$ cat src/rtl/multicycle_control.sv
// rtl/multicycle_control.sv - main control FSM for the DLX multicycle processor
//
// Purpose: sequences each instruction through fetch/decode/execute/memory/
// writeback and drives every datapath control input.
// Ports:
//   Clock, Reset              rising-edge clock, asynchronous active-high reset
//   Opcode, Zero              IR opcode and ALU zero flag from the datapath
//   MemReady                  memory access completes this cycle
//   PCWriteCond .. RegWrite   1-bit datapath write enables and mux selects
//   PCSource .. MemToReg      2-bit datapath mux and ALU selects
//   Illegal                   one-cycle pulse on an undefined opcode
//   State                     current state (debug)
//   InstrCount                number of completed fetches (wraps)
module multicycle_control #(
    parameter logic [5:0] OP_RTYPE = 6'h00,
    parameter logic [5:0] OP_LW    = 6'h23,
    parameter logic [5:0] OP_SW    = 6'h2B,
    parameter logic [5:0] OP_BEQ   = 6'h04,
    parameter logic [5:0] OP_BNE   = 6'h05,
    parameter logic [5:0] OP_J     = 6'h02,
    parameter logic [5:0] OP_JAL   = 6'h03,
    parameter logic [5:0] OP_ADDI  = 6'h08
) (
    input  logic        Clock,
    input  logic        Reset,
    input  logic [5:0]  Opcode,
    input  logic        Zero,
    input  logic        MemReady,
    output logic        PCWriteCond,
    output logic        PCWrite,
    output logic        IorD,
    output logic        MemRead,
    output logic        MemWrite,
    output logic        IRWrite,
    output logic        ALUSrcA,
    output logic        RegWrite,
    output logic [1:0]  PCSource,
    output logic [1:0]  ALUOp,
    output logic [1:0]  ALUSrcB,
    output logic [1:0]  RegDst,
    output logic [1:0]  MemToReg,
    output logic        Illegal,
    output logic [3:0]  State,
    output logic [31:0] InstrCount
);

    localparam logic [3:0] S_FETCH    = 4'd0;
    localparam logic [3:0] S_DECODE   = 4'd1;
    localparam logic [3:0] S_MEMADDR  = 4'd2;
    localparam logic [3:0] S_MEMREAD  = 4'd3;
    localparam logic [3:0] S_MEMWB    = 4'd4;
    localparam logic [3:0] S_MEMWRITE = 4'd5;
    localparam logic [3:0] S_EXEC     = 4'd6;
    localparam logic [3:0] S_RWB      = 4'd7;
    localparam logic [3:0] S_BRANCH   = 4'd8;
    localparam logic [3:0] S_JUMP     = 4'd9;
    localparam logic [3:0] S_IEXEC    = 4'd10;
    localparam logic [3:0] S_IWB      = 4'd11;

    logic [3:0] state;
    logic [3:0] next_state;
    logic       is_imm;

    // Immediate-ALU opcodes occupy the eight codes starting at OP_ADDI.
    assign is_imm = (Opcode >= OP_ADDI) && (Opcode <= (OP_ADDI + 6'd7));
    assign State  = state;

    // State register and fetch counter
    always_ff @(posedge Clock or posedge Reset) begin
        if (Reset) begin
            state      <= S_FETCH;
            InstrCount <= 32'd0;
        end else begin
            state <= next_state;
            if (state == S_FETCH && MemReady)
                InstrCount <= InstrCount + 32'd1;
        end
    end

    // Next-state logic
    always_comb begin
        next_state = S_FETCH;
        case (state)
            S_FETCH:    next_state = MemReady ? S_DECODE : S_FETCH;
            S_DECODE: begin
                if (Opcode == OP_LW || Opcode == OP_SW)       next_state = S_MEMADDR;
                else if (Opcode == OP_RTYPE)                  next_state = S_EXEC;
                else if (Opcode == OP_BEQ || Opcode == OP_BNE) next_state = S_BRANCH;
                else if (Opcode == OP_J || Opcode == OP_JAL)  next_state = S_JUMP;
                else if (is_imm)                              next_state = S_IEXEC;
                else                                          next_state = S_FETCH;
            end
            S_MEMADDR:  next_state = (Opcode == OP_LW) ? S_MEMREAD : S_MEMWRITE;
            S_MEMREAD:  next_state = MemReady ? S_MEMWB : S_MEMREAD;
            S_MEMWRITE: next_state = MemReady ? S_FETCH : S_MEMWRITE;
            S_EXEC:     next_state = S_RWB;
            S_IEXEC:    next_state = S_IWB;
            default:    next_state = S_FETCH;
        endcase
    end

    // Output logic; Reset masks everything so nothing writes while held.
    always_comb begin
        PCWriteCond = 1'b0;
        PCWrite     = 1'b0;
        IorD        = 1'b0;
        MemRead     = 1'b0;
        MemWrite    = 1'b0;
        IRWrite     = 1'b0;
        ALUSrcA     = 1'b0;
        RegWrite    = 1'b0;
        PCSource    = 2'b00;
        ALUOp       = 2'b00;
        ALUSrcB     = 2'b00;
        RegDst      = 2'b00;
        MemToReg    = 2'b00;
        Illegal     = 1'b0;
        case (state)
            S_FETCH: begin
                MemRead = 1'b1;
                ALUSrcB = 2'b01;
                IRWrite = MemReady;
                PCWrite = MemReady;
            end
            S_DECODE: begin
                ALUSrcB = 2'b11;
                // JAL links PC+4, still held in ALUOutReg from FETCH.
                if (Opcode == OP_JAL) begin
                    RegWrite = 1'b1;
                    RegDst   = 2'b10;
                end
                if (!(Opcode == OP_LW || Opcode == OP_SW || Opcode == OP_RTYPE ||
                      Opcode == OP_BEQ || Opcode == OP_BNE || Opcode == OP_J ||
                      Opcode == OP_JAL || is_imm))
                    Illegal = 1'b1;
            end
            S_MEMADDR: begin
                ALUSrcA = 1'b1;
                ALUSrcB = 2'b10;
            end
            S_MEMREAD: begin
                MemRead = 1'b1;
                IorD    = 1'b1;
            end
            S_MEMWB: begin
                MemRead  = 1'b1;
                IorD     = 1'b1;
                RegWrite = 1'b1;
                MemToReg = 2'b01;
            end
            S_MEMWRITE: begin
                MemWrite = 1'b1;
                IorD     = 1'b1;
            end
            S_EXEC: begin
                ALUSrcA = 1'b1;
                ALUOp   = 2'b10;
            end
            S_RWB: begin
                RegWrite = 1'b1;
                RegDst   = 2'b01;
            end
            S_BRANCH: begin
                ALUSrcA  = 1'b1;
                ALUOp    = 2'b01;
                PCSource = 2'b01;
                // The datapath does not gate PCWriteCond with Zero.
                PCWriteCond = ((Opcode == OP_BEQ) && Zero) || ((Opcode == OP_BNE) && !Zero);
            end
            S_JUMP: begin
                PCWrite  = 1'b1;
                PCSource = 2'b10;
            end
            S_IEXEC: begin
                ALUSrcA = 1'b1;
                ALUSrcB = 2'b10;
                ALUOp   = 2'b11;
            end
            S_IWB: begin
                RegWrite = 1'b1;
            end
            default: Illegal = 1'b1;
        endcase
        if (Reset) begin
            PCWriteCond = 1'b0;
            PCWrite     = 1'b0;
            IorD        = 1'b0;
            MemRead     = 1'b0;
            MemWrite    = 1'b0;
            IRWrite     = 1'b0;
            ALUSrcA     = 1'b0;
            RegWrite    = 1'b0;
            PCSource    = 2'b00;
            ALUOp       = 2'b00;
            ALUSrcB     = 2'b00;
            RegDst      = 2'b00;
            MemToReg    = 2'b00;
            Illegal     = 1'b0;
        end
    end

endmodule

$ cat config.mk
export PLATFORM = sky130hd
export DESIGN_NAME = multicycle_control
export DESIGN_NICKNAME = d
export VERILOG_FILES = /design/src/rtl/multicycle_control.sv
export SDC_FILE = /design/constraint.sdc
export NUM_CORES = 1
export LEC_CHECK = 0
export CORE_MARGIN = 8
export CORE_UTILIZATION = 44
export CTS_CLUSTER_SIZE = 16
export DETAILED_ROUTE_END_ITERATION = 8
export PLACE_DENSITY_LB_ADDON = 0.05
export REMOVE_ABC_BUFFERS = 1
export SETUP_SLACK_MARGIN = 0.5
export SYNTH_ARGS = -nofsm -noshare
export SYNTH_HDL_FRONTEND = slang
export SYNTH_SLANG_ARGS = --single-unit
$ cat constraint.sdc
create_clock -name Clock -period 4.6 [get_ports Clock]
set_input_delay 0.92 -clock Clock [delete_from_list [all_inputs] [get_ports Clock]]
set_output_delay 0.92 -clock Clock [all_outputs]
set_load 0.005 [all_outputs]
Word level (Yosys, flattened, before mapping)
Index checks and enable logic that the tools add are counted.
{"block": "word_totals", "register_bits": 36, "inputBits": 10, "elab_cells": 86}
{"block": "op_classes", "n_addsub": 1, "order_cmp": 2, "n_eq_ne": 17, "n_mux": 41, "reduce_logical": 23}
{"cell": "$add 32x1->32 const B", "n": 1}
{"cell": "$pmux 4 s7", "n": 1}
{"cell": "$mux 4", "n": 5}
{"cell": "$mux 1", "n": 19}
{"cell": "$eq 4x3->1 const B", "n": 4}
{"cell": "$eq 4x4->1 const B", "n": 4}
{"cell": "$eq 6x2->1 const B", "n": 2}
{"cell": "$eq 6x3->1 const B", "n": 2}
{"cell": "$eq 6x6->1 const B", "n": 2}
{"cell": "$mux 2", "n": 6}
{"cell": "$pmux 2 s3", "n": 2}
{"cell": "$reduce_or 11->1", "n": 1}
{"cell": "$logic_or 1x1->1", "n": 10}
{"cell": "$mux 3", "n": 3}
{"cell": "$reduce_or 3->1", "n": 3}
{"cell": "$eq 4x2->1 const B", "n": 2}
{"cell": "$pmux 2 s2", "n": 2}
{"cell": "$ge 6x4->1 const B", "n": 1}
{"cell": "$le 6x4->1 const B", "n": 1}
{"cell": "$logic_not 6->1", "n": 1}
{"cell": "$pmux 1 s2", "n": 3}
{"cell": "$eq 4x1->1 const B", "n": 1}
{"cell": "$logic_and 1x1->1", "n": 4}
{"cell": "$logic_not 4->1", "n": 1}
{"cell": "other kinds (3)", "n": 3}

Logic depth before layout (Yosys ltp)
Gate-level depths: netlist of the first run.
{"block": "depth", "word_depth": 11, "mapped_depth": 6, "depth_no_buf": 4}

Least setup slack after synthesis of the first run
No wires, ideal clock.
{"block": "synth_path", "path_kind": "input to output", "from": "in Reset", "to": "out RegWrite", "arrival_time_ns": 2.119, "t_required_ns": 3.680, "setup_slack_ns": 1.561, "stages": 3, "path_buffers": 1, "cell_sequence": "clkbuf_1 inv_1 a21o_1"}
{"block": "synth_between", "elab_chain_cells": 1}
{"item": "from (decl)", "line": "25", "source": "input logic Reset,"}
{"item": "$mux 1", "line": "184", "source": "if (Reset) begin"}
{"item": "to (decl)", "line": "36", "source": "output logic RegWrite,"}
Every way passes these cells.

Final worst setup path of the first run
{"block": "layout_path", "from": "in Opcode[1]", "to": "out Illegal"}
{"block": "layout_between", "elab_chain_cells": 11, "elab_cells_between_ends": 20}
{"item": "from (decl)", "line": "26", "source": "input logic [5:0] Opcode,"}
{"item": "$eq 6x6->1", "line": "132", "source": "if (!(Opcode == OP_LW || Opcode == OP_SW || Opcode == OP_RTYPE ||"}
{"item": "$logic_or 1x1->1 (3 in a row)", "line": "132"}
{"item": "$logic_or 1x1->1 (3 in a row)", "line": "133", "source": "Opcode == OP_BEQ || Opcode == OP_BNE || Opcode == OP_J ||"}
{"item": "$logic_or 1x1->1 *", "line": "134", "source": "Opcode == OP_JAL || is_imm))"}
{"item": "$mux 1 *", "line": "132"}
{"item": "$pmux 1 s2 *", "line": "118", "source": "case (state)"}
{"item": "$mux 1 *", "line": "184"}
{"item": "to (decl)", "line": "42", "source": "output logic Illegal,"}
Mark *: on every way between the ends. The rest lies on a longest branch, timed or not.

==> reports/metrics.cfg, run 1 <==
[grt]
grt_max_degree = 37
grt-ovfl-total = 0
grt_pass1_vias = 1852
grt_pass1_wl_um = 8914
grt_usage_pct = 15.10
antenna_found_initial = 0

[synthesis]
ys_ff_latch = 36
synth_top_cell_by_area = dfrtp_1
yosysUniqueCellTypes = 40
synthArstFlopShare_pct = 100.0
yosysSeqAreaShare_pct = 42.53
synth_edf_count = 0
synth_most_common_cell = dfrtp_1
synth_top_area_share_pct = 42.53
yosysWarnings = 0
synth_top_cells_by_area = dfrtp_1 43%, xnor2_1 7.0%, xor2_1 7.0%
syn_area_um2 = 2118
synth_flop_cell = dfrtp_1
synth_area_per_cell_um2 = 9.210
syn_inst = 230
synth_commonest_cells = 36 x dfrtp_1, 21 x nor2_1, 19 x nand2_1

[final_layout]
diodes = 0
nNetsFinal = 300
utilization_pct = 61.17
area_growth_pct = 35.50
drive_gt1_share_pct = 4.844

[floorplan]
rows = 25
die_x_um = 85.39
die_y_um = 85.39
die_area_um2 = 7291
num_io_pins = 65
core_um2 = 4692
initial_core_util_pct = 45.15

[sta]
fin_crit_sh_pct = 85.15
worst_slew_pin_slew_ns = 0.7007
finalWorstSetupSlack_ns = 0.6831
setup_viol = 0
holdWs_ns = 0.4694
tns_ns = 0
min_period_ns = 3.917
finalHoldViolations = 0
skew_ns = 0.008311
slew_headroom_pct = 53.29
rsz0062_at_grt = false
clock.fmax_mhz = 255.3
drv_slew = 0

[setup_path]
critPathLaunchType = input pin
end_kind = primary output
cp_max_fo = 6
cp_data_arrival_time_ns = 3.00
cp_common_cell = clkdlybuf4s50_1
crit_required_ns = 3.68
critPathSlowestCell = or4_1
path_cells = clkdlybuf4s50_1, or4_1, a211o_1, a32oi_1, nor2_1, clkdlybuf4s50_1
worst-setup-path-type = input pin to primary output
cpPeakStageDelay_ns = 0.54

[route]
num_vias = 1916
vias_per_cell = 5.586
first_iter_violations = 76
dr.pass1.iters = 4
finalWirelength_um = 5458
avgRoutedWirePerCell_um = 15.91
ant_nets = 0
drcViolationCount = 0

[clocking]
postCtsSetupRepairBufs = 0
cts.repair.resized = 0
cts_tree = yes
numCtsBuffers = 5
cts_root_buf = clkbuf_8
clock_sinks = 36
ctsHoldBuffers = 0
clkTransAtPathRegs_ns = 0.06
clockBufferDepth = 2
htreeDepth = 2
clk_latency_ns = 0.28

[flow_run]
drv_cap = 0

[place]
gp_congestion = 0.8698
dp_hpwl_um = 4038
pre_cts_ws_ns = 0.6969
portBuffers = 63

[status]
status = finished clean

[power_and_ir_drop]
vdd_drop_max_uv = 287.6
fin_total_pwr_mw = 1.039
p_per_area_nw_per_um2 = 362.0
p_leak_nw = 1.227

[min_path]
hp-class = flop to flop

-- path summary, 6_finish.rpt --
kind	slack [ns]	start	depth (start not counted)	end
max	0.68	Opcode[1]	6	Illegal
min	0.47	InstrCount[31]$_DFFE_PP0P_	1	InstrCount[31]$_DFFE_PP0P_
max reg2reg	2.63	State[1]$_DFF_PP0_	4	InstrCount[28]$_DFFE_PP0P_
min reg2reg	0.47	InstrCount[31]$_DFFE_PP0P_	1	InstrCount[31]$_DFFE_PP0P_
max in group asynchronous	2.91	Reset	3	State[2]$_DFF_PP0_
min in group asynchronous	1.36	Reset	3	InstrCount[12]$_DFFE_PP0P_
-- area by class of cell --
type                    count  area [µm²]
multi-input cells         176        1141
fillers                   406        1822
clock buffers               7       96.34
well taps                  54       67.56
repair buffers             65       645.6
flip-flops and latches     36       900.9
inverters                   5       18.77
-- registers in the layout, indices dropped and copies added (netlist names) --
register and cells:
InstrCount 32, State 4
-- layer usage --
layer | share of wire [%] | GRT usage, % | vias to the layer above
met2 | 44 | 23.30 | 60
met1 | 46 | 18.44 | 903
met4 | 0.49 | 4.299 | 0
met5 | 0 | 0 | -
met3 | 8.8 | 6.853 | 2
li1 | - | - | 951
-- report_power, final --
group / switching [mW] / total [mW] / internal (mW)
combinational: 0.151 / 0.355 / 0.204
sequential: 0.0967 / 0.447 / 0.351
clock: 0.103 / 0.236 / 0.133
-- cells in the final DEF, fill, tap and decap left out, types with 2 or more instances in the layout --
| cell | count |
|---|---|
| nor3_1 | 12 |
| a21oi_1 | 3 |
| o21a_1 | 2 |
| nor4_1 | 12 |
| xor2_1 | 17 |
| and4_1 | 9 |
| nor2_1 | 21 |
| and3_1 | 4 |
| a21o_1 | 2 |
| nand4_1 | 12 |
| clkbuf_8 | 7 |
| o21ai_0 | 5 |
| clkdlybuf4s50_1 | 63 |
| nand3_1 | 14 |
| nand2_1 | 19 |
| nor2b_1 | 3 |
| inv_1 | 5 |
| or4_1 | 3 |
| o32ai_1 | 2 |
| buf_4 | 2 |
| xnor2_1 | 17 |
| and2_1 | 3 |
| dfrtp_1 | 36 |
-- worst max-delay path, delay by kind of cell --
family / cells / cell delay [ns]
buffers and inverters: 2 / 0.96
AND/OR/NAND/NOR: 2 / 0.60
AO/OA/AOI/OAI: 2 / 0.50
-- stage by stage --
step           cells  cell area, µm²
2_1_floorplan    217            2061
3_3_place_gp     336            2774
3_5_place_dp     336            2774
4_1_cts          343            2870
5_1_grt          343            2870
6_report         343            2870
-- logic make-up (layout without fill, tap and decap cells) --
kind of cell / Yosys count / after routing / share of synthesized area (%)
other: 1 / 1 / 0.1770
AOI/OAI and AO/OA: 21 / 21 / 6.852
DFF: 36 / 36 / 42.53
adders and majority gates: 1 / 1 / 0.5906
xor gates and xnor gates: 34 / 34 / 14.06
muxes: 1 / 1 / 0.5316
and+or+nand+nor: 118 / 118 / 31.66
buffers and inverters: 18 / 77 / 3.603
(Power assumes the default switching activity.)
==> run 2, diff against run 1 <==
Settings changed: CORE_MARGIN 8 to 2, SKIP_CTS_REPAIR_TIMING set to 1.
==> run 2 against run 1 <==
  * Sequential share of layout area fell by 0.32 points
  * Wire length down 5.8%
  * Die area down 26%
  * Largest power group unchanged
  * Clock skew increased by 0.0031 ns
  * Register-to-register slack hardly changed
  * Maximum frequency about the same
==> reports/metrics.cfg, run 2 (synthesis gave the netlist of run 1 again) <==
[clocking]
clockBufferDepth = 2  ; unchanged
cts_tree = yes  ; unchanged
htreeDepth = 2  ; unchanged
clkTransAtPathRegs_ns = 0.06  ; about the same
clock_sinks = 36  ; unchanged
clk_latency_ns = 0.29  ; was 0.28 ns
numCtsBuffers = 5  ; unchanged
cts_root_buf = clkbuf_8  ; unchanged

[route]
vias_per_cell = 5.602  ; was 5.586
num_vias = 1927  ; was 1916
ant_nets = 0  ; unchanged
avgRoutedWirePerCell_um = 14.94  ; was 15.91 µm
finalWirelength_um = 5139  ; was 5458 µm
first_iter_violations = 86  ; was 76
drcViolationCount = 0  ; unchanged
dr.pass1.iters = 4  ; unchanged

[setup_path]
cp_common_cell = clkdlybuf4s50_1  ; unchanged
reg2reg_depth = 4  ; unchanged
worst-setup-path-type = input pin to primary output  ; unchanged
end_kind = primary output  ; unchanged
critPathLaunchType = input pin  ; unchanged
cp_data_arrival_time_ns = 2.99  ; was 3.00 ns
cp_max_fo = 6  ; unchanged
path_cells = clkdlybuf4s50_1, or4_1, a211o_1, a32oi_1, nor2_1, clkdlybuf4s50_1  ; unchanged
critPathSlowestCell = or4_1  ; unchanged
cpPeakStageDelay_ns = 0.53  ; was 0.54 ns
crit_required_ns = 3.68  ; about the same

[power_and_ir_drop]
fin_total_pwr_mw = 1.101  ; was 1.039 mW
vdd_drop_max_uv = 296.4  ; was 287.6 µV
p_per_area_nw_per_um2 = 379.5  ; was 362.0 nW/µm²
p_leak_nw = 1.241  ; was 1.227 nW

[floorplan]
core_um2 = 4692  ; unchanged
die_x_um = 73.39  ; was 85.39 µm
die_area_um2 = 5385  ; was 7291 µm²
num_io_pins = 65  ; unchanged
rows = 25  ; unchanged
initial_core_util_pct = 45.15  ; unchanged
die_y_um = 73.39  ; was 85.39 µm

[final_layout]
top_register = InstrCount  ; unchanged
most-common-layout-cells = 63 x clkdlybuf4s50_1, 36 x dfrtp_1, 21 x nor2_1  ; unchanged
diodes = 0  ; unchanged
layout.cells.most_common = clkdlybuf4s50_1  ; unchanged
utilization_pct = 61.81  ; was 61.17%
area_growth_pct = 36.92  ; was 35.50%
nNetsFinal = 300  ; unchanged
drive_gt1_share_pct = 5.172  ; was 4.844%
largest_register_ffs = 32  ; unchanged

[sta]
slew_headroom_pct = 54.92  ; was 53.29%
fin_crit_sh_pct = 85.09  ; was 85.15%
rsz0062_at_grt = false  ; unchanged
drv_slew = 0  ; unchanged
min_period_ns = 3.914  ; was 3.917 ns
skew_ns = 0.01139  ; was 0.008311 ns
holdWs_ns = 0.4685  ; was 0.4694 ns
worst_slew_pin_slew_ns = 0.6763  ; was 0.7007 ns
finalHoldViolations = 0  ; unchanged
clock.fmax_mhz = 255.5  ; was 255.3 MHz
setup_viol = 0  ; unchanged
tns_ns = 0  ; unchanged

[grt]
grt_pass1_wl_um = 8763  ; was 8914 µm
grt_max_degree = 37  ; unchanged
antenna_found_initial = 0  ; unchanged
grt_pass1_vias = 1893  ; was 1852
grt-ovfl-total = 0  ; unchanged
grt_usage_pct = 20.60  ; was 15.10%

[status]
status = finished clean  ; unchanged

[place]
portBuffers = 63  ; unchanged
dp_hpwl_um = 3633  ; was 4038 µm
gp_congestion = 0.7549  ; was 0.8698

[min_path]
hold_depth = 1  ; unchanged
hp-class = flop to flop  ; unchanged

[flow_run]
drv_cap = 0  ; unchanged

==> run 2: worst paths after layout <==
check / start / to / slack, ns
min in group asynchronous: Reset / InstrCount[11]$_DFFE_PP0P_ / 1.35
max in group asynchronous: Reset / State[3]$_DFF_PP0_ / 2.91
min reg2reg: InstrCount[31]$_DFFE_PP0P_ / InstrCount[31]$_DFFE_PP0P_ / 0.47
max reg2reg: State[1]$_DFF_PP0_ / InstrCount[26]$_DFFE_PP0P_ / 2.64
max: Opcode[1] / Illegal / 0.69
min: InstrCount[31]$_DFFE_PP0P_ / InstrCount[31]$_DFFE_PP0P_ / 0.47
==> run 2: critical path: cells and delay by family <==
kind,cells,cell delay [ns]
buffers and inverters,2,0.97
AOI/OAI and AO/OA,2,0.52
and+or+nand+nor,2,0.59
==> run 2: stage by stage <==
stage,instance area (µm²),cells,setup slack (ns)
4_1_cts,2900,344,0.6920
6_report,2900,344,0.6858
2_1_floorplan,2061,217,1.702
3_5_place_dp,2774,336,0.7044
5_1_grt,2900,344,0.5801
3_3_place_gp,2774,336,0.7161
==> run 2: power breakdown <==
| part | total (mW) | switching (mW) | internal, mW | leakage [nW] |
|---|---|---|---|---|
| Sequential | 0.448 | 0.0975 | 0.351 | 0.480 |
| Clock | 0.303 | 0.112 | 0.191 | 0.0645 |
| Combinational | 0.349 | 0.145 | 0.204 | 0.697 |
==> run 2: per-layer routing <==
metal | share of wire, % | vias to the layer above | track usage [%]
li1 | - | 950 | -
met3 | 6.0 | 5 | 5.761
met1 | 49 | 910 | 28.21
met5 | 0 | - | 0
met4 | 0.82 | 0 | 5.455
met2 | 44 | 62 | 32.13
==> run 2: cell type report <==
| cell class | instances | area, µm² |
|---|---|---|
| fillers | 416 | 1792 |
| multi-input cells | 176 | 1141 |
| flip-flops and latches | 36 | 900.9 |
| repair buffers | 65 | 645.6 |
| clock buffers | 7 | 96.34 |
| well taps | 54 | 67.56 |
| clock inverters | 1 | 30.03 |
| inverters | 5 | 18.77 |
